### src/rtl/taxi_eth_tx_arb_pkg.sv
// Shared types and constants for the packet-granular MAC TX arbiter.
package taxi_eth_tx_arb_pkg;

    // Width of the MAC TX completion timestamp
    localparam int TS_W = 96;

    // Arbiter FSM: waiting for a request, or forwarding one locked packet
    typedef enum logic {
        ARB_IDLE = 1'b0,
        ARB_PASS = 1'b1
    } arb_state_t;

endpackage

### src/rtl/taxi_arb_rr_sel.sv
// Rotating-priority selector: finds the first requesting port strictly
// after last_grant, wrapping around. last_grant itself has lowest priority.
module taxi_arb_rr_sel #(
    parameter int PORTS = 4,
    parameter int IDX_W = 2
) (
    input  logic [PORTS-1:0] req,
    input  logic [IDX_W-1:0] last_grant,
    output logic             found,
    output logic [IDX_W-1:0] index
);

    // Walk candidates last_grant+1, +2, ... +PORTS (mod PORTS); first hit wins
    always_comb begin
        found = 1'b0;
        index = '0;
        for (int k = 1; k <= PORTS; k++) begin
            for (int i = 0; i < PORTS; i++) begin
                if (!found && req[i] && (i == ((int'(last_grant) + k) % PORTS))) begin
                    found = 1'b1;
                    index = IDX_W'(i);
                end
            end
        end
    end

endmodule

### src/rtl/taxi_eth_mac_tx_arb.sv
// Packet-granular round-robin arbiter sharing one 8-bit MAC TX stream among
// PORTS requesters. Each forwarded packet is tagged with its source index
// (m_tid) and MAC TX completions are routed back to the source by that tag.
//
// Optional feature macro: TAXI_ETH_TX_ARB_CPL_EN
//   defined     -> m_tid carries the grant, completion demux is live
//   not defined -> m_tid = 0, s_cpl_ready = 1, m_cpl_valid = 0; the ports
//                  stay so the footprint does not change between builds
module taxi_eth_mac_tx_arb
    import taxi_eth_tx_arb_pkg::*;
#(
    parameter int PORTS  = 4,
    parameter int ID_W   = $clog2(PORTS),
    parameter int USER_W = 1
) (
    input  logic                    clk,
    input  logic                    rst_n,

    input  logic [PORTS-1:0]        cfg_port_en,

    input  logic [PORTS*8-1:0]      s_tdata,
    input  logic [PORTS-1:0]        s_tvalid,
    output logic [PORTS-1:0]        s_tready,
    input  logic [PORTS-1:0]        s_tlast,
    input  logic [PORTS*USER_W-1:0] s_tuser,

    output logic [7:0]              m_tdata,
    output logic                    m_tvalid,
    input  logic                    m_tready,
    output logic                    m_tlast,
    output logic [USER_W-1:0]       m_tuser,
    output logic [ID_W-1:0]         m_tid,

    input  logic                    s_cpl_valid,
    output logic                    s_cpl_ready,
    input  logic [ID_W-1:0]         s_cpl_tid,
    input  logic [TS_W-1:0]         s_cpl_ts,

    output logic [PORTS-1:0]        m_cpl_valid,
    input  logic [PORTS-1:0]        m_cpl_ready,
    output logic [TS_W-1:0]         m_cpl_ts,

    output logic                    busy,
    output logic [ID_W-1:0]         grant_id
);

    arb_state_t      state_q, state_d;
    logic [ID_W-1:0] grant_q, grant_d;
    logic [ID_W-1:0] last_grant_q, last_grant_d;

    logic [PORTS-1:0] req;
    logic             sel_found;
    logic [ID_W-1:0]  sel_index;

    // Disabled ports never compete; a grant already held is unaffected
    assign req = s_tvalid & cfg_port_en;

    taxi_arb_rr_sel #(
        .PORTS (PORTS),
        .IDX_W (ID_W)
    ) u_rr_sel (
        .req        (req),
        .last_grant (last_grant_q),
        .found      (sel_found),
        .index      (sel_index)
    );

    // Forward path: pure mux of the granted port, only while in PASS
    always_comb begin
        m_tvalid = 1'b0;
        m_tdata  = '0;
        m_tlast  = 1'b0;
        m_tuser  = '0;
        s_tready = '0;
        if (state_q == ARB_PASS) begin
            for (int i = 0; i < PORTS; i++) begin
                if (grant_q == ID_W'(i)) begin
                    m_tvalid    = s_tvalid[i];
                    m_tdata     = s_tdata[i*8 +: 8];
                    m_tlast     = s_tlast[i];
                    m_tuser     = s_tuser[i*USER_W +: USER_W];
                    s_tready[i] = m_tready;
                end
            end
        end
    end

    // Next-state: grant in IDLE, release after the tlast beat
    always_comb begin
        state_d      = state_q;
        grant_d      = grant_q;
        last_grant_d = last_grant_q;
        case (state_q)
            ARB_IDLE: begin
                if (sel_found) begin
                    state_d      = ARB_PASS;
                    grant_d      = sel_index;
                    last_grant_d = sel_index;
                end
            end
            ARB_PASS: begin
                if (m_tvalid && m_tready && m_tlast) begin
                    state_d = ARB_IDLE;
                end
            end
            default: state_d = ARB_IDLE;
        endcase
    end

    // State registers; last_grant resets to PORTS-1 so port 0 wins first
    always_ff @(posedge clk or negedge rst_n) begin
        if (!rst_n) begin
            state_q      <= ARB_IDLE;
            grant_q      <= '0;
            last_grant_q <= ID_W'(PORTS - 1);
        end else begin
            state_q      <= state_d;
            grant_q      <= grant_d;
            last_grant_q <= last_grant_d;
        end
    end

    assign busy     = (state_q == ARB_PASS);
    assign grant_id = grant_q;
    assign m_cpl_ts = s_cpl_ts;

`ifdef TAXI_ETH_TX_ARB_CPL_EN
    assign m_tid = grant_q;

    // Completion demux: tags with no matching port are accepted and dropped
    always_comb begin
        m_cpl_valid = '0;
        s_cpl_ready = 1'b1;
        for (int i = 0; i < PORTS; i++) begin
            if (s_cpl_tid == ID_W'(i)) begin
                m_cpl_valid[i] = s_cpl_valid;
                s_cpl_ready    = m_cpl_ready[i];
            end
        end
    end
`else
    logic unused_cpl;

    assign m_tid       = '0;
    assign s_cpl_ready = 1'b1;
    assign m_cpl_valid = '0;
    assign unused_cpl  = ^{s_cpl_valid, s_cpl_tid, m_cpl_ready};
`endif

endmodule

### config.mk
export PLATFORM = sky130hd
export DESIGN_NAME = taxi_eth_mac_tx_arb
export DESIGN_NICKNAME = d
export VERILOG_FILES = /design/src/rtl/taxi_eth_tx_arb_pkg.sv /design/src/rtl/taxi_arb_rr_sel.sv /design/src/rtl/taxi_eth_mac_tx_arb.sv
export SDC_FILE = /design/constraint.sdc
export NUM_CORES = 1
export LEC_CHECK = 0
export CORE_AREA = 4 4 104 106
export CTS_CLUSTER_DIAMETER = 40
export DETAILED_ROUTE_END_ITERATION = 8
export DIE_AREA = 0 0 108 110
export GPL_TIMING_DRIVEN = 0
export PLACE_DENSITY_LB_ADDON = 0.08
export SYNTH_ARGS = -nofsm -noshare
export SYNTH_HDL_FRONTEND = slang
export SYNTH_SLANG_ARGS = --single-unit
### constraint.sdc
create_clock -name clk -period 1.4 [get_ports clk]
set_input_delay 0.28 -clock clk [delete_from_list [all_inputs] [get_ports clk]]
set_output_delay 0.28 -clock clk [all_outputs]
set_load 0.05 [all_outputs]
# Word level (Yosys, flattened, before mapping)
# Cells that the tools add are included.
# classes
n_addsub	4
n_eq_ne	15
muxes	59
bitwise	6
reduce_logical	58
# op_table
operator	count
$logic_not A32 Y1	4
$mux W8	5
$mux W1	38
$logic_and A1 B1 Y1	33
$mux W2	14
$eq A3 B3 Y1 const A	8
$logic_not A1 Y1	15
$eq A2 B3 Y1 const A	4
$reduce_or A2 Y1	4
$add A2 B1 Y2 const B	2
$add A2 B2 Y2 const B	2
$and A1 B1 Y1 const A	4
$and A4 B4 Y4	1
$eq A2 B2 Y1 const B	2
$mux W4	1
$eq A2 B1 Y1 const B	1
$logic_not A2 Y1	1
$pmux W1 S2	1
$reduce_and A2 Y1	1
$not A1 Y1	1
# totals
regBits	5
inputBits	154
out_inout_bits	121
wordCells	145

# Logic depth before layout (Yosys ltp)
# Gate-level depths: netlist (run 1).
# depth
ltp_word	68
ltp_mapped	4
mapped_depth_nobuf	4

# Modules after synthesis
# From an unflattened synthesis (run 1), not the netlist that was laid out.
# unflattened
hier_cells	182
hier_area_um2	1505.2
# by_module_without_submodules
mod	instances	cells_each	area_each_um2	seq_area_each_um2
taxi_eth_mac_tx_arb	1	168	1426.4	127.6
taxi_arb_rr_sel	1	14	78.8	0.0

# Worst setup path after synthesis (run 1)
# OpenSTA, ideal clock, no wires.
# synth_path
path_type	reg-to-output
start	register grant_q[0] (netlist: grant_id[0])
end	output port s_tready[1]
arrival_time_ns	2.085
required_time_ns	1.120
slack_ns	-0.965
stages_incl_launch_ff	5
n_path_buf	2
path_cell_list	dfrtp_1 > buf_6 > buf_12 > inv_1 > nor3_1
# synth_via
elab_chain_cells	3
# synth_rtl
item	line	rtl
start, declared	taxi_eth_mac_tx_arb.sv:48	logic [ID_W-1:0] grant_q, grant_d;
start signal, assigned	taxi_eth_mac_tx_arb.sv:118	grant_q <= grant_d;
$eq A2 B1 Y1	taxi_eth_mac_tx_arb.sv:77	if (grant_q == ID_W'(i)) begin
$mux W1	taxi_eth_mac_tx_arb.sv:77	
$mux W4	taxi_eth_mac_tx_arb.sv:75	if (state_q == ARB_PASS) begin
end, declared	taxi_eth_mac_tx_arb.sv:23	output logic [PORTS-1:0] s_tready,
# No other way between the ends.

# Final worst setup path (run 1)
# layout_path
start	register grant_q[0] (netlist: grant_id[0])
end	output port m_tdata[2]
# layout_via
elab_chain_cells	6
word_cells_on_any_way	9
classes_between	3 x eq/ne; 5 x mux; 1 x reduce/logical
# layout_rtl
item	line	rtl
$logic_not A2 Y1	taxi_eth_mac_tx_arb.sv:77	
$mux W8 (3 in a row)	taxi_eth_mac_tx_arb.sv:77	
$mux W8 (*)	taxi_eth_mac_tx_arb.sv:77	
$mux W8 (*)	taxi_eth_mac_tx_arb.sv:75	
end, declared	taxi_eth_mac_tx_arb.sv:27	output logic [7:0] m_tdata,
# Every way passes the cells marked *; elsewhere a longest branch is shown, timed or not.

==> metrics.md, run 1 <==
| Metric | Value |
|---|---|
| Drt wl/cell | 13.2 um |
| Leak | 1.72 nW |
| Worst path arrival time | 1.67 ns |
| Clock skew | 0.00141 ns |
| Async SR Flop Fraction | 1.00 |
| Initial antenna violation count | 0 |
| Worst path cell trace | buf_8 -> buf_12 -> mux4_2 -> and2_4 -> buf_6 |
| IO Port Bufs | 164 |
| Sequential element share of the synthesized area | 0.0874 |
| # DRC | 0 |
| Vias per inst | 3.53 |
| P&R area growth vs syn | 139% |
| Clk sink count | 5 |
| Hold Violations, Final | 0 |
| Worst EP required | 1.12 ns |
| IO Pins | 275 |
| Flop and latch count out of synthesis | 5 |
| First-pass GRT wire length | 8530 um |
| Count of different cell masters after synthesis | 26 |
| Post-synthesis cell area | 0.00146 mm2 |
| Syn Area/Cell | 8.64 um2 |
| Worst hold slack | 0.293 ns |
| Via count | 1710 |
| Core area | 0.00977 mm2 |
| Iter 0 DRT Violations | 14 |
| YS warnings | 0 |
| Post-Synth XOR/XNOR Area | 0 |
| Share of post-route cells with drive strength above 1 | 0.500 |
| Antenna-violating nets left | 0 |
| Die extent in x | 108 um |
| Die Y | 110 um |
| CTS Hold Bufs | 0 |
| Cells after synthesis | 169 |
| Vias in the first global route | 1773 |
| Crit path buf inv count | 3 |
| Total GRT Usage | 0.0893 |
| Total CTS buffers | 3 |
| Clk_lat worst skew | 0.22 ns |
| Dpl ws | -1.06 ns |
| Worst slew margin | 0.651 |
| Cells after DPL | 471 |
| Crit end category | output pin |
| DRT Pass-1 Iters | 4 |
| Grt total ovfl | 0 |
| Status | finished, violations left |
| H-tree levels | 1 |
| Synth Area in Compound Gates | 0.0463 |
| Synth Area in Adders | 0 |
| Largest family of logic cells by synthesized area | buffers and inverters |
| Worst-Margin Slew | 0.526 ns |
| Crit Path Max Fanout | 5 |
| PwrDens | 1400 mW/mm2 |
| Worst setup margin | -0.549 ns |
| Non-filler cells in the finished layout | 485 |
| Starting density of the core | 0.149 |
| Post-synthesis simple-gate area fraction | 0.113 |
| CTS tree | yes |
| DPL Wire Length | 5760 um |
| Antenna diode count | 0 |
| Fmax | 513 MHz |
| Final Cycle Share | 1.39 |
| Hold/Removal Path Class | primary input to async pin |
| Clk buf depth | 2 |
| Peak supply drop | 0.617 mV |
| Final min period | 1.95 ns |
| CP startpoint kind | flop |
| Die area | 0.0119 mm2 |
| Most used flip-flop cell after synthesis | dfrtp_1 |
| GP Congestion | 0.670 |
| Largest net degree at the start of global routing | 11 |
| Max stage delay on crit path | 0.49 ns |
| Crit-path leading delay family | multiplexers |
| Clock Tree Root | clkbuf_8 |
| Multiplexer area fraction after synthesis | 0.183 |
| # setup viols final | 15 |
| Final WL | 6380 um |
| Setup TNS | -6.69 ns |
| NumNets Final | 507 |
| Critical path class | flop to output pin |
| Failing checks | negative setup slack |
| Placement Rows | 36 |
| Slowest-stage cell, CP | mux4_2 |
| Pins Over Slew Limit | 0 |
| Number of flops mapped to enable cells by yosys | 0 |
| Reg clk slew, reported paths | 0.03 ns |
| Max Cap Viol | 0 |
| RSZ-0062 raised after global routing | true |
==> layout by cell type, fill, tap and decap left out, drive strengths merged <==
| cell | n |
|---|---|
| buf | 133 |
| dlygate4sd2 | 101 |
| clkdlybuf4s50 | 45 |
| and2 | 11 |
| mux4 | 11 |
| nand2 | 8 |
| conb | 7 |
| clkbuf | 7 |
| a21oi | 4 |
| nand3 | 4 |
| dfrtp | 3 |
| nor2 | 2 |
| nor3 | 2 |
| nand3b | 2 |
| dfstp | 2 |
| clkinvlp | 1 |
| a22oi | 1 |
| o22a | 1 |
| a2bb2oi | 1 |
| o21ai | 1 |
| a31o | 1 |
| inv | 1 |
| a32oi | 1 |
| nor3b | 1 |
| nor4 | 1 |
==> synthesized netlist by cell type (2+ instances only) <==
| master | instances | area share |
|---|---|---|
| dfrtp_1 | 3 | 0.051 |
| nand3b_1 | 2 | 0.010 |
| and2_1 | 11 | 0.047 |
| dfstp_2 | 2 | 0.036 |
| nand3_1 | 4 | 0.014 |
| nand2_1 | 8 | 0.021 |
| nor2_1 | 2 | 0.0051 |
| inv_1 | 2 | 0.0051 |
| mux4_2 | 6 | 0.093 |
| nor3_1 | 2 | 0.0069 |
| conb_1 | 2 | 0.0051 |
| buf_2 | 2 | 0.0069 |
| buf_4 | 103 | 0.53 |
| a21oi_1 | 4 | 0.014 |
| mux4_1 | 5 | 0.090 |
==> through the flow <==
stage	total power (W)	area (um2)	utilization
final	0.00489	3490	0.357
after global routing	0.00512	3490	0.357
after CTS	0.00487	3460	0.354
after detailed placement	0.00427	3380	0.346
after global placement	0.00427	3380	0.346
after floorplan	0.00315	1580	-
==> registers in the layout, summed over array words and instances (netlist names) <==
| signal | cells |
|---|---|
| last_grant_q | 2 |
| busy | 1 |
| grant_id | 2 |
==> repair_timing <==
| action | CTS | global route |
|---|---|---|
| setup endpoints to repair | 116 | 19 |
| pin swaps | 2 | 2 |
| gates cloned | 1 | 0 |
| buffers inserted | 6 | 3 |
| gates resized for setup | 234 | 10 |
==> where the power goes <==
part | internal [W] | switching [W]
Clock | 0.000195 | 0.0000692
Combinational | 0.00195 | 0.00235
Sequential | 0.000236 | 0.0000908
==> path summary, 6_finish.rpt <==
check / to / slack (ns) / from / depth (start not counted)
worst min-delay path: grant_id[0] / 0.29 / rst_n / 1
worst max register to register: busy / 0.05 / grant_id[0] / 4
worst min register to register: last_grant_q[0] / 0.48 / last_grant_q[0] / 2
worst max-delay path: m_tdata[2] / -0.55 / grant_id[0] / 5
max in group asynchronous: last_grant_q[1] / 0.85 / rst_n / 1
min in group clk: last_grant_q[0] / 0.48 / last_grant_q[0] / 2
==> area by class of cell <==
| cell class | instances | area (um2) |
|---|---|---|
| inverter | 2 | 11.3 |
| multi-input combinational | 59 | 628 |
| tap | 133 | 166 |
| timing repair buffer | 174 | 1660 |
| sequential | 5 | 131 |
| fill | 1058 | 6290 |
| buffer | 108 | 845 |
| clock buffer | 4 | 45.0 |
==> cells by family (layout without fill, tap and decap cells) <==
group	after synthesis	after routing
buf+inv	110	288
simple gates	31	31
mux	11	11
compound gates	10	10
flops	5	5
other cells	2	7
==> per-layer routing <==
| layer | global-route usage | routed length, um | up-vias |
|---|---|---|---|
| met4 | 0.00271 | 0 | 0 |
| li1 | - | - | 819 |
| met3 | 0.0384 | 846 | 0 |
| met1 | 0.0959 | 2150 | 745 |
| met2 | 0.171 | 3380 | 146 |
| met5 | 0 | 0 | - |
Power figures use the tool's default switching activity.
==> inputs of run 2 (changes only) <==
--- a/config.mk
+++ b/config.mk
@@ -11,6 +11,7 @@
 export DIE_AREA = 0 0 108 110
 export GPL_TIMING_DRIVEN = 0
 export PLACE_DENSITY_LB_ADDON = 0.08
+export SLEW_MARGIN = 0
 export SYNTH_ARGS = -nofsm -noshare
 export SYNTH_HDL_FRONTEND = slang
 export SYNTH_SLANG_ARGS = --single-unit
==> results of run 2 <==
Final layout, timing and power as in run 1 (identical DEF).
==> inputs of run 3 (changes only) <==
--- a/config.mk
+++ b/config.mk
@@ -5,10 +5,11 @@
 export SDC_FILE = /design/constraint.sdc
 export NUM_CORES = 1
 export LEC_CHECK = 0
-export CORE_AREA = 4 4 104 106
+export CORE_AREA = 2 2 108 110
+export CTS_BUF_LIST = sky130_fd_sc_hd__clkbuf_8 sky130_fd_sc_hd__clkbuf_16
 export CTS_CLUSTER_DIAMETER = 40
 export DETAILED_ROUTE_END_ITERATION = 8
-export DIE_AREA = 0 0 108 110
+export DIE_AREA = 0 0 110 112
 export GPL_TIMING_DRIVEN = 0
 export PLACE_DENSITY_LB_ADDON = 0.08
 export SLEW_MARGIN = 0
==> run 3 against run 2 <==
Effect of this change:
- hold slack got worse by 0.0061 ns
- critical path depth is the same
- highest routed layer is now met4
- setup slack got worse by 0.0039 ns
- the flow still finishes with violations (negative setup slack)
- largest cell class unchanged
==> metrics.md, run 3 (synthesized netlist as in run 1, its figures left out) <==
| Metric | Value |
|---|---|
| CP startpoint kind | flop |
| Clock skew | 0.000234 ns |
| Die area | 0.0123 mm2 |
| Critical path class | flop to output pin |
| Failing checks | negative setup slack |
| Worst path most repeated cell | buf_6 |
| Worst setup margin | -0.553 ns |
| Worst-Margin Slew | 0.547 ns |
| Clk buf depth | 2 |
| Max stage delay on crit path | 0.51 ns |
| R2r startpoint | grant_id[0] |
| Total power | 0.00508 W |
| IO Port Bufs | 164 |
| Clock Tree Root | clkbuf_16 |
| DPL Wire Length | 5720 um |
| First-pass GRT wire length | 8770 um |
| Cells after DPL | 481 |
| CP startpoint | grant_id[0] |
| Largest net degree at the start of global routing | 11 |
| CTS tree | yes |
| P&R area growth vs syn | 144% |
| Worst EP required | 1.12 ns |
| Placement Rows | 39 |
| Via count | 1723 |
| Crit path buf inv count | 3 |
| Total CTS buffers | 3 |
| Crit Path Max Fanout | 4 |
| Clk sink count | 5 |
| Final min period | 1.95 ns |
| Non-filler cells in the finished layout | 499 |
| H-tree levels | 1 |
| DRT Pass-1 Iters | 4 |
| Hold/Removal Path Class | primary input to async pin |
| Most frequent cells in the layout | 110 x buf_4, 101 x dlygate4sd2_1, 41 x clkdlybuf4s50_1 |
| Fmax | 512 MHz |
| NumNets Final | 508 |
| GP Congestion | 0.705 |
| Peak supply drop | 0.984 mV |
| # DRC | 0 |
| Crit end category | output pin |
| Pins Over Slew Limit | 0 |
| Starting density of the core | 0.131 |
| # setup viols final | 16 |
| Leak | 1.78 nW |
| IO Pins | 275 |
| Status | finished, violations left |
| Worst path cell trace | buf_8 -> buf_6 -> mux4_2 -> and2_4 -> buf_6 |
| Clk_lat worst skew | 0.22 ns |
| Die Y | 112 um |
| Core area | 0.0112 mm2 |
| Total GRT Usage | 0.0919 |
| Slowest-stage cell, CP | mux4_2 |
| Drt wl/cell | 12.9 um |
| Grt total ovfl | 0 |
| Final WL | 6440 um |
| Vias in the first global route | 1687 |
| CTS Hold Bufs | 0 |
| Crit-path leading delay family | multiplexers |
| Share of post-route cells with drive strength above 1 | 0.501 |
| Antenna-violating nets left | 0 |
| Initial antenna violation count | 3 |
| Worst slew margin | 0.637 |
| PwrDens | 1430 mW/mm2 |
| Die extent in x | 110 um |
| RSZ-0062 raised after global routing | true |
| Hold Violations, Final | 0 |
| Commonest non-fill, non-tap cell in the layout | buf_4 |
| Vias per inst | 3.45 |
| Worst path arrival time | 1.67 ns |
| Iter 0 DRT Violations | 35 |
| FF-to-FF setup slack | -0.14 ns |
| Reg clk slew, reported paths | 0.03 ns |
| Max Cap Viol | 0 |
| Final Cycle Share | 1.39 |
==> run 3: cell count changes in the layout (fill, tap and decap cells not counted), moves of 2 or more <==
cell / previous run / this run
buf_4: 108 / 110
buf_6: 12 / 14
buf_8: 9 / 6
clkbuf_16: 0 / 3
clkbuf_2: 3 / 1
clkbuf_8: 3 / 0
clkdlybuf4s50_1: 45 / 41
diode_2: 0 / 3
dlymetal6s2s_1: 0 / 4
==> run 3: repair_timing <==
action	in CTS	in global routing
resized for setup	234	12
setup buffers	8	3
pin swaps	4	3
setup endpoints to repair	117	17
gates cloned	1	0
==> run 3: per-layer routing <==
layer	share of wire	vias to the layer above	track usage
met5	0	-	0
met4	0.0042	0	0.0177
met3	0.15	2	0.0316
met2	0.51	143	0.175
met1	0.33	751	0.0952
li1	-	827	-
==> run 3: cell type report <==
type                    count  area (um2)
inverters                   2        11.3
repair buffers            175        1670
flip-flops and latches      5         131
clock buffers               3        75.1
well taps                 143         179
plain buffers             108         845
diodes                      3        7.51
clock inverters             1        3.75
multi-input cells          59         637
fillers                  1216        7610
==> run 3: per-stage QoR <==
step	util	TNS (ns)	hold WS (ns)	cell area, um2	setup WS, ns
floorplan	-	-4.74	-0.0156	1580	-0.401
global placement	0.304	-17.73	0.470	3400	-1.06
detailed placement	0.304	-17.53	0.473	3400	-1.07
CTS	0.314	-6.79	0.290	3510	-0.567
global route	0.319	-7.57	0.299	3560	-0.597
finish	0.319	-6.89	0.287	3560	-0.553
==> run 3: worst reg2reg max path, stage by stage (launching register included) <==
cell,delay (ns)
dfrtp_2,0.36
buf_8,0.13
buf_6,0.12
mux4_2,0.51
buf_4,0.15
nand2_1,0.06
o22a_1,0.13
==> run 3: report_power, final <==
part | leakage [nW] | switching, W | internal, W | total (W)
logic | 1.69 | 0.00234 | 0.00194 | 0.00429
clock network | 0.0423 | 0.0000876 | 0.000369 | 0.000457
registers | 0.0510 | 0.000101 | 0.000236 | 0.000337
total | 1.78 | 0.00253 | 0.00255 | 0.00508
==> run 3: worst paths after layout <==
check                                   to  cells past startpoint
max reg2reg                           busy                      6
min                            grant_id[0]                      1
min in group clk           last_grant_q[0]                      2
max in group asynchronous  last_grant_q[1]                      1
min reg2reg                last_grant_q[0]                      2
max                                m_tlast                      5
